## config.mk

```make
export PLATFORM = sky130hd
export DESIGN_NAME = trap_csr
export DESIGN_NICKNAME = d
export VERILOG_FILES = /design/src/rtl/trap_csr_pkg.sv /design/src/rtl/trap_csr.sv
export SDC_FILE = /design/constraint.sdc
export NUM_CORES = 2
export LEC_CHECK = 0
export CORE_MARGIN = 2
export CORE_UTILIZATION = 43
export DETAILED_ROUTE_END_ITERATION = 16
export DONT_BUFFER_PORTS = 1
export RECOVER_POWER = 50
export SLEW_MARGIN = 0
export SYNTH_ARGS = -nofsm -noshare
export SYNTH_HDL_FRONTEND = slang
export SYNTH_SLANG_ARGS = --single-unit
```

## constraint.sdc

```tcl
create_clock -name clk -period 7.13 [get_ports clk]
set_input_delay 1.0695 -clock clk [delete_from_list [all_inputs] [get_ports clk]]
set_output_delay 1.0695 -clock clk [all_outputs]
set_load 0.05 [all_outputs]
```

## src/rtl/trap_csr_pkg.sv

```systemverilog
// Shared types for the trap/CSR block: CSR addresses, privilege encodings,
// the mstatus field layout and small helpers for packing and WARL fields.
package trap_csr_pkg;

    // CSR addresses
    localparam logic [11:0] CSR_SSTATUS  = 12'h100;
    localparam logic [11:0] CSR_STVEC    = 12'h105;
    localparam logic [11:0] CSR_SSCRATCH = 12'h140;
    localparam logic [11:0] CSR_SEPC     = 12'h141;
    localparam logic [11:0] CSR_SCAUSE   = 12'h142;
    localparam logic [11:0] CSR_STVAL    = 12'h143;
    localparam logic [11:0] CSR_MSTATUS  = 12'h300;
    localparam logic [11:0] CSR_MEDELEG  = 12'h302;
    localparam logic [11:0] CSR_MIDELEG  = 12'h303;
    localparam logic [11:0] CSR_MTVEC    = 12'h305;
    localparam logic [11:0] CSR_MSCRATCH = 12'h340;
    localparam logic [11:0] CSR_MEPC     = 12'h341;
    localparam logic [11:0] CSR_MCAUSE   = 12'h342;
    localparam logic [11:0] CSR_MTVAL    = 12'h343;

    // Privilege levels
    typedef enum logic [1:0] {
        PRIV_U = 2'd0,
        PRIV_S = 2'd1,
        PRIV_M = 2'd3
    } priv_e;

    // sstatus view of mstatus: SIE | SPIE | SPP
    localparam logic [63:0] SSTATUS_MASK = 64'h0000_0000_0000_0122;
    // medeleg bit 11 (ecall from M) can never be delegated
    localparam logic [63:0] MEDELEG_MASK = ~64'h0000_0000_0000_0800;

    // Only the implemented mstatus fields are stored
    typedef struct packed {
        logic [1:0] mpp;
        logic       spp;
        logic       mpie;
        logic       spie;
        logic       mie;
        logic       sie;
    } mstatus_t;

    // Place the stored fields at their architectural bit positions
    function automatic logic [63:0] mstatus_to_word(input mstatus_t s);
        logic [63:0] w;
        w       = '0;
        w[1]    = s.sie;
        w[3]    = s.mie;
        w[5]    = s.spie;
        w[7]    = s.mpie;
        w[8]    = s.spp;
        w[12:11] = s.mpp;
        return w;
    endfunction

    // Trap-vector mode is WARL: reserved modes 2 and 3 collapse to direct
    function automatic logic [63:0] tvec_warl(input logic [63:0] v);
        return {v[63:2], (v[1:0] >= 2'd2) ? 2'b00 : v[1:0]};
    endfunction

endpackage

```

## src/rtl/trap_csr.sv

```systemverilog
// Machine/supervisor trap CSR file: software CSR access, trap entry with
// delegation, mret/sret return, and the combinational trap-vector target.
module trap_csr
    import trap_csr_pkg::*;
#(
    parameter logic [63:0] mtvec_rst = 64'hc0000000
) (
    input  logic        clk,
    input  logic        rst,
    input  logic        exception,
    input  logic [63:0] epc,
    input  logic [63:0] tval,
    input  logic [63:0] cause,
    input  logic [2:0]  eret,
    input  logic        csr_we,
    input  logic [11:0] csr_addr,
    input  logic [63:0] csr_wdata,
    output logic [63:0] csr_rdata,
    output logic [63:0] tvec,
    output logic [63:0] mepc,
    output logic [63:0] sepc,
    output logic [1:0]  priv
);

    priv_e       priv_reg, priv_next;
    mstatus_t    mstatus_reg, mstatus_next;
    logic [63:0] medeleg_reg, medeleg_next;
    logic [63:0] mideleg_reg, mideleg_next;
    logic [63:0] mtvec_reg, mtvec_next;
    logic [63:0] stvec_reg, stvec_next;
    logic [63:0] mscratch_reg, mscratch_next;
    logic [63:0] sscratch_reg, sscratch_next;
    logic [63:0] mepc_reg, mepc_next;
    logic [63:0] sepc_reg, sepc_next;
    logic [63:0] mcause_reg, mcause_next;
    logic [63:0] scause_reg, scause_next;
    logic [63:0] mtval_reg, mtval_next;
    logic [63:0] stval_reg, stval_next;

    logic        deleg;
    logic        unused_eret;

    assign unused_eret = eret[0];

    // Trap target: delegated traps use stvec, vectored mode offsets interrupts
    function automatic logic [63:0] trap_target(input logic        use_s,
                                                input logic [63:0] m_vec,
                                                input logic [63:0] s_vec,
                                                input logic [63:0] c);
        logic [63:0] sel;
        logic [63:0] base;
        sel  = use_s ? s_vec : m_vec;
        base = {sel[63:2], 2'b00};
        if (sel[1:0] == 2'b01 && c[63])
            base = base + {56'd0, c[5:0], 2'b00};
        return base;
    endfunction

    // Delegation decision and vector target for the current cause inputs
    always_comb begin
        deleg = 1'b0;
        if (priv_reg != PRIV_M)
            deleg = cause[63] ? mideleg_reg[cause[5:0]] : medeleg_reg[cause[5:0]];
        tvec = trap_target(deleg, mtvec_reg, stvec_reg, cause);
    end

    // Combinational CSR read; returns the pre-update state
    always_comb begin
        csr_rdata = '0;
        case (csr_addr)
            CSR_MSTATUS:  csr_rdata = mstatus_to_word(mstatus_reg);
            CSR_SSTATUS:  csr_rdata = mstatus_to_word(mstatus_reg) & SSTATUS_MASK;
            CSR_MEDELEG:  csr_rdata = medeleg_reg;
            CSR_MIDELEG:  csr_rdata = mideleg_reg;
            CSR_MTVEC:    csr_rdata = mtvec_reg;
            CSR_STVEC:    csr_rdata = stvec_reg;
            CSR_MSCRATCH: csr_rdata = mscratch_reg;
            CSR_SSCRATCH: csr_rdata = sscratch_reg;
            CSR_MEPC:     csr_rdata = mepc_reg;
            CSR_SEPC:     csr_rdata = sepc_reg;
            CSR_MCAUSE:   csr_rdata = mcause_reg;
            CSR_SCAUSE:   csr_rdata = scause_reg;
            CSR_MTVAL:    csr_rdata = mtval_reg;
            CSR_STVAL:    csr_rdata = stval_reg;
            default:      csr_rdata = '0;
        endcase
    end

    // Next state: software write first, then trap/return overrides the
    // fields it owns so a coincident write survives only in untouched fields
    always_comb begin
        priv_next     = priv_reg;
        mstatus_next  = mstatus_reg;
        medeleg_next  = medeleg_reg;
        mideleg_next  = mideleg_reg;
        mtvec_next    = mtvec_reg;
        stvec_next    = stvec_reg;
        mscratch_next = mscratch_reg;
        sscratch_next = sscratch_reg;
        mepc_next     = mepc_reg;
        sepc_next     = sepc_reg;
        mcause_next   = mcause_reg;
        scause_next   = scause_reg;
        mtval_next    = mtval_reg;
        stval_next    = stval_reg;

        if (csr_we) begin
            case (csr_addr)
                CSR_MSTATUS: begin
                    mstatus_next.sie  = csr_wdata[1];
                    mstatus_next.mie  = csr_wdata[3];
                    mstatus_next.spie = csr_wdata[5];
                    mstatus_next.mpie = csr_wdata[7];
                    mstatus_next.spp  = csr_wdata[8];
                    mstatus_next.mpp  = (csr_wdata[12:11] == 2'b10) ? 2'b00 : csr_wdata[12:11];
                end
                CSR_SSTATUS: begin
                    mstatus_next.sie  = csr_wdata[1];
                    mstatus_next.spie = csr_wdata[5];
                    mstatus_next.spp  = csr_wdata[8];
                end
                CSR_MEDELEG:  medeleg_next  = csr_wdata & MEDELEG_MASK;
                CSR_MIDELEG:  mideleg_next  = csr_wdata;
                CSR_MTVEC:    mtvec_next    = tvec_warl(csr_wdata);
                CSR_STVEC:    stvec_next    = tvec_warl(csr_wdata);
                CSR_MSCRATCH: mscratch_next = csr_wdata;
                CSR_SSCRATCH: sscratch_next = csr_wdata;
                CSR_MEPC:     mepc_next     = csr_wdata & ~64'd1;
                CSR_SEPC:     sepc_next     = csr_wdata & ~64'd1;
                CSR_MCAUSE:   mcause_next   = csr_wdata;
                CSR_SCAUSE:   scause_next   = csr_wdata;
                CSR_MTVAL:    mtval_next    = csr_wdata;
                CSR_STVAL:    stval_next    = csr_wdata;
                default: ;
            endcase
        end

        if (exception) begin
            if (!deleg) begin
                mepc_next         = epc & ~64'd1;
                mcause_next       = cause;
                mtval_next        = tval;
                mstatus_next.mpie = mstatus_reg.mie;
                mstatus_next.mie  = 1'b0;
                mstatus_next.mpp  = priv_reg;
                priv_next         = PRIV_M;
            end else begin
                sepc_next         = epc & ~64'd1;
                scause_next       = cause;
                stval_next        = tval;
                mstatus_next.spie = mstatus_reg.sie;
                mstatus_next.sie  = 1'b0;
                mstatus_next.spp  = priv_reg[0];
                priv_next         = PRIV_S;
            end
        end else if (eret[2]) begin
            if (eret[1]) begin
                priv_next         = priv_e'(mstatus_reg.mpp);
                mstatus_next.mie  = mstatus_reg.mpie;
                mstatus_next.mpie = 1'b1;
                mstatus_next.mpp  = 2'b00;
            end else begin
                priv_next         = priv_e'({1'b0, mstatus_reg.spp});
                mstatus_next.sie  = mstatus_reg.spie;
                mstatus_next.spie = 1'b1;
                mstatus_next.spp  = 1'b0;
            end
        end
    end

    // State registers; reset discards any update pending in the same cycle
    always_ff @(posedge clk or negedge rst) begin
        if (!rst) begin
            priv_reg     <= PRIV_M;
            mstatus_reg  <= '0;
            medeleg_reg  <= '0;
            mideleg_reg  <= '0;
            mtvec_reg    <= mtvec_rst;
            stvec_reg    <= mtvec_rst;
            mscratch_reg <= '0;
            sscratch_reg <= '0;
            mepc_reg     <= '0;
            sepc_reg     <= '0;
            mcause_reg   <= '0;
            scause_reg   <= '0;
            mtval_reg    <= '0;
            stval_reg    <= '0;
        end else begin
            priv_reg     <= priv_next;
            mstatus_reg  <= mstatus_next;
            medeleg_reg  <= medeleg_next;
            mideleg_reg  <= mideleg_next;
            mtvec_reg    <= mtvec_next;
            stvec_reg    <= stvec_next;
            mscratch_reg <= mscratch_next;
            sscratch_reg <= sscratch_next;
            mepc_reg     <= mepc_next;
            sepc_reg     <= sepc_next;
            mcause_reg   <= mcause_next;
            scause_reg   <= scause_next;
            mtval_reg    <= mtval_next;
            stval_reg    <= stval_next;
        end
    end

    assign mepc = mepc_reg;
    assign sepc = sepc_reg;
    assign priv = priv_reg;

endmodule

```

## Word level (Yosys, flattened, before mapping)

Index checks and enable logic that the tools add are counted.

- Equal/unequal tests: 17
- Div/mod/pow operators: 0
- Bitwise logic cells: 0
- Magnitude comparators: 2
- Shifts and indexed selects: 0
- Multiply operators: 0
- Reductions and logical operators: 9
- Mux-type cells: 60
- Add/sub/neg operators: 1

Operators by type and width:

| cell | number |
|---|---|
| 64-bit two-way mux | 26 |
| 64-bit one-hot mux with 14 select lines | 1 |
| 12-bit by 10-bit equality test with 1-bit output, second input constant | 8 |
| 12-bit by 9-bit equality test with 1-bit output, second input constant | 6 |
| 64-bit by 8-bit adder with 64-bit output | 1 |
| 7-bit two-way mux | 3 |
| 1-bit two-way mux | 19 |
| 2-bit two-way mux | 9 |
| 1-bit binary-select mux with 6-bit select | 2 |
| 2-bit AND reduction | 6 |
| 6-bit by 7-bit < comparator with 1-bit output, second input constant | 1 |
| 2-bit by 1-bit equality test with 1-bit output, second input constant | 1 |
| 2-bit equality test, second input constant | 1 |
| 2-bit >= comparator, second input constant | 1 |
| 2-bit != test, second input constant | 1 |
| 2-bit nonzero test | 1 |
| 2-bit OR reduction | 1 |
| 1-bit logical AND | 1 |

- Logic and storage cells: 108
- Output and inout bits: 258
- Bits in latches: 0
- Bits of input ports: 275
- Memories kept: 0
- Register bits: 776
- Bits in writable memories: 0
- Bits in read-only memories: 0

## Depth between registers and ports, before layout

- Depth after elaboration: 8
- Mapped depth: 24
- Mapped depth without buffers: 18

## Worst setup path before layout

Ideal clock, no wire load.

- Kind: input to output
- Start point: input port cause[1]
- End point: output port tvec[56]
- Arrival time: 6.386 ns
- Buffers on the path: 4
- Data required time: 6.060 ns
- Stages: 21
- Slack: -0.325 ns
- Cell sequence: buf_4 buf_6 buf_4 mux4_2 mux4_2 o2111ai_2 o311ai_4 nand2_4 mux2_2 ha_1 inv_1 fa_1 nor2b_1 o21ai_0 a21boi_0 o21ai_1 a2111o_1 clkbuf_1 nor4_1 xnor2_1 o21ai_0

- Longest elaborated chain between the ends: 8
- Elaborated cells between the ends (all ways): 11

Ends and longest elaborated chain:

| element | RTL line | RTL |
|---|---|---|
| start, declared | trap_csr.sv:13 | `input logic [63:0] cause,` |
| parallel branches: the longest is 7 deep, another holds 64-bit by 8-bit adder with 64-bit output | -- |  |
| 64-bit two-way mux (*) | trap_csr.sv:54 | `if (sel[1:0] == 2'b01 && c[63])` |
| end, declared | trap_csr.sv:19 | `output logic [63:0] tvec,` |

Every way passes the cells marked *. The select of a mux whose other input is x is not followed.

## Worst setup path in the final report

- Start point: input port cause[0]
- End point: output port tvec[53]

The elaborated chain is that of the path after synthesis.

==> results.json <==
{
  "status": "complete, but fails checks",
  "violations": "max-capacitance violations, max-slew violations",
  "rrSetupSlack_ns": 3.49,
  "hold_path.class": "in -> async",
  "timing.fmax_ghz": 0.144,
  "yosys_warnings": 0,
  "max-clock-path-buffers": 3,
  "synth_top_area_share_pct": 46.7,
  "synth_async_sr_flop_share_pct": 100,
  "cts_sinks": 776,
  "synth-main-ff-cell": "dfrtp_1",
  "tightest_slew_ns": 3.60,
  "pre_cts_ws_ns": -0.0584,
  "fin_nets": 4032,
  "insertedDiodeCount": 0,
  "path_max_fanout": 41,
  "route.vias.total": 32100,
  "worst-endpoint-required_ns": 6.06,
  "multi_input_area_um2": 20500,
  "gr-usage-all-layers_pct": 29.9,
  "end_kind": "output port",
  "crit_end": "tvec[53]",
  "synth.largest_area_cell": "dfrtp_1",
  "final_cell_area_um2": 46600,
  "antenna_found_initial": 1,
  "r2r_cells": 11,
  "worst-setup-path-type": "in -> out",
  "dpl_cell_area_um2": 43400,
  "die_h_um": 314,
  "worstReg2RegEnd": "mtval_reg[26]",
  "die_w_um": 314,
  "static-leakage-power_uw": 0.0202,
  "grt_pass1_vias": 31600,
  "fill_cells": 8694,
  "setup_violations": 0,
  "io-pin-count": 533,
  "dieArea_um2": 98500,
  "drt_iter0_markers": 3552,
  "synthToLayoutAreaGrowth_pct": 12.9,
  "seq_area_um2": 19400,
  "yosys.area_share.xor_xnor_pct": 2.14,
  "setup_slack_ns": 0.182,
  "synth_top_family_by_area": "multiplexers",
  "portBuffers": 0,
  "yosys.area_share.simple_pct": 8.40,
  "wl_per_cell_um": 29.5,
  "layout_commonest_cell": "dfrtp_1",
  "ys_types": 80,
  "root_buffer": "clkbuf_16",
  "clk_latency_ns": 0.67,
  "period_needed_ns": 6.95,
  "slew_headroom_pct": -140,
  "maxCapViolCount": 3,
  "start_util_pct": 43.4,
  "syn_inst": 3810,
  "finalWirelength_mm": 150,
  "crit_start": "cause[0]",
  "core_um2": 95200,
  "hold_buffers": 0,
  "grt_max_degree": 777,
  "slew_viol_final": 621,
  "htree_levels": 3,
  "drc_errors": 0,
  "place.gp.congestion": 0.939,
  "timing.hold.ws_ns": 0.105,
  "fin_crit_sh_pct": 97.4,
  "synthAdderAreaFrac_pct": 0.230,
  "synth_seq_cells": 776,
  "ys_seq_area_share_pct": 47.0,
  "rows": 113,
  "hold_viol_final": 0,
  "ir_worst_vdd_mv": 0.214,
  "drtAntennaViolNets": 0,
  "finClkSkew_ns": 0.0243,
  "synth_area_leaders": "dfrtp_1 47%, mux2i_1 11%, mux2_2 11%",
  "via_per_inst": 6.32,
  "hpwl_mm": 100,
  "critPathArrivalTime_ns": 5.88,
  "final_cell_mix": "770 x dfrtp_1, 459 x mux2i_1, 453 x nor2_1",
  "total_power_uw": 12500,
  "cts_buffers": 89,
  "rr_startpoint": "medeleg_reg[25]",
  "syn_area_um2": 41300,
  "synth_compound_area_share_pct": 14.5,
  "worst_setup_path_start_kind": "input port",
  "synthMuxAreaShare_pct": 23.5,
  "cts_tree": "yes",
  "drtPass1Iterations": 8,
  "drive_gt1_share_pct": 21.6,
  "grt_overflow": 0,
  "clkTransAtPathRegs_ns": 0.06,
  "grt_pass1_wl_mm": 221,
  "avgSynthCellArea_um2": 10.8,
  "synth_edf_count": 0,
  "powerDensity_nw_per_um2": 267
}
-- logic make-up after synthesis --
kind of cell / count (synthesis)
XOR/XNOR: 101
other: 1
buffers and inverters: 381
AND/OR/NAND/NOR: 782
flip-flops: 776
AO/OA/AOI/OAI: 874
multiplexers: 888
adder cells (fa/ha/maj): 7
-- worst min path at each step --
stage / from / to / cells past startpoint
3_3_place_gp: sscratch_reg[55] / sscratch_reg[55] / 1
6_report: rst / sepc[42] / 0
4_1_cts: rst / sepc[42] / 0
3_5_place_dp: sscratch_reg[4] / sscratch_reg[4] / 1
5_1_grt: rst / mscratch_reg[39] / 0
2_1_floorplan: sscratch_reg[10] / sscratch_reg[10] / 1
-- per-layer routing --
metal	up-vias	part of all wire, %	global-route usage, %
li1	14100	-	-
met1	16500	44	42.7
met2	1345	45	46.1
met3	181	8.1	6.13
met4	0	2.4	8.30
met5	-	0	0
-- power breakdown --
group	internal [uW]	switching (uW)
sequential	5050	1290
combinational	556	683
clock	2980	1910
-- stage by stage --
| step | utilization (%) | std cells | setup TNS (ns) |
|---|---|---|---|
| floorplan | - | 3811 | 0 |
| global placement | 45.6 | 4921 | 0 |
| detailed placement | 45.6 | 4921 | -0.0584 |
| CTS | 48.9 | 5080 | 0 |
| global route | 49.0 | 5083 | -0.00209 |
| finish | 49.0 | 5083 | 0 |
-- repair_timing --
| action | CTS | global route |
|---|---|---|
| setup buffers | 0 | 0 |
| gates resized for setup | 2 | 11 |
| pin swaps | 0 | 2 |
| endpoints found under the hold margin | 0 | 0 |
| gates cloned | 0 | 0 |
| endpoints found under the setup margin | 1 | 19 |
-- synth_stat cells (all sizes together) (38+ instances only) --
cell type and count:
nor2 462, dfrtp 770, nand4 43, a22o 49
nand2 94, clkbuf 231, buf 129, mux2 394
a222oi 100, mux2i 471, xnor2 61, xor2 40
a221oi 61, o2111ai 62, nor3 38, a22oi 97
nand3 50, a21oi 409
-- area by class of cell --
| type | count | share of cell area, % |
|---|---|---|
| clock inverters | 27 | 0.923 |
| flip-flops and latches | 776 | 41.7 |
| inverters | 21 | 0.169 |
| repair buffers | 208 | 4.21 |
| clock buffers | 132 | 5.73 |
| multi-input cells | 2654 | 43.9 |
| well taps | 1265 | 3.40 |
-- critical path, stage by stage --
cell,delay [ns]
mux4_2,0.54
mux4_2,0.55
o2111ai_2,0.26
o311ai_4,0.15
nand2_4,0.12
buf_4,0.15
mux2i_1,0.31
inv_1,0.08
ha_1,0.28
a21o_1,0.11
a21oi_1,0.07
o21a_1,0.27
nor4_4,0.31
buf_12,0.18
nand3_1,0.28
or3_1,0.41
mux2i_1,0.23
xnor2_2,0.24
buf_12,0.19
No activity file was read; power rests on OpenSTA's default activity.
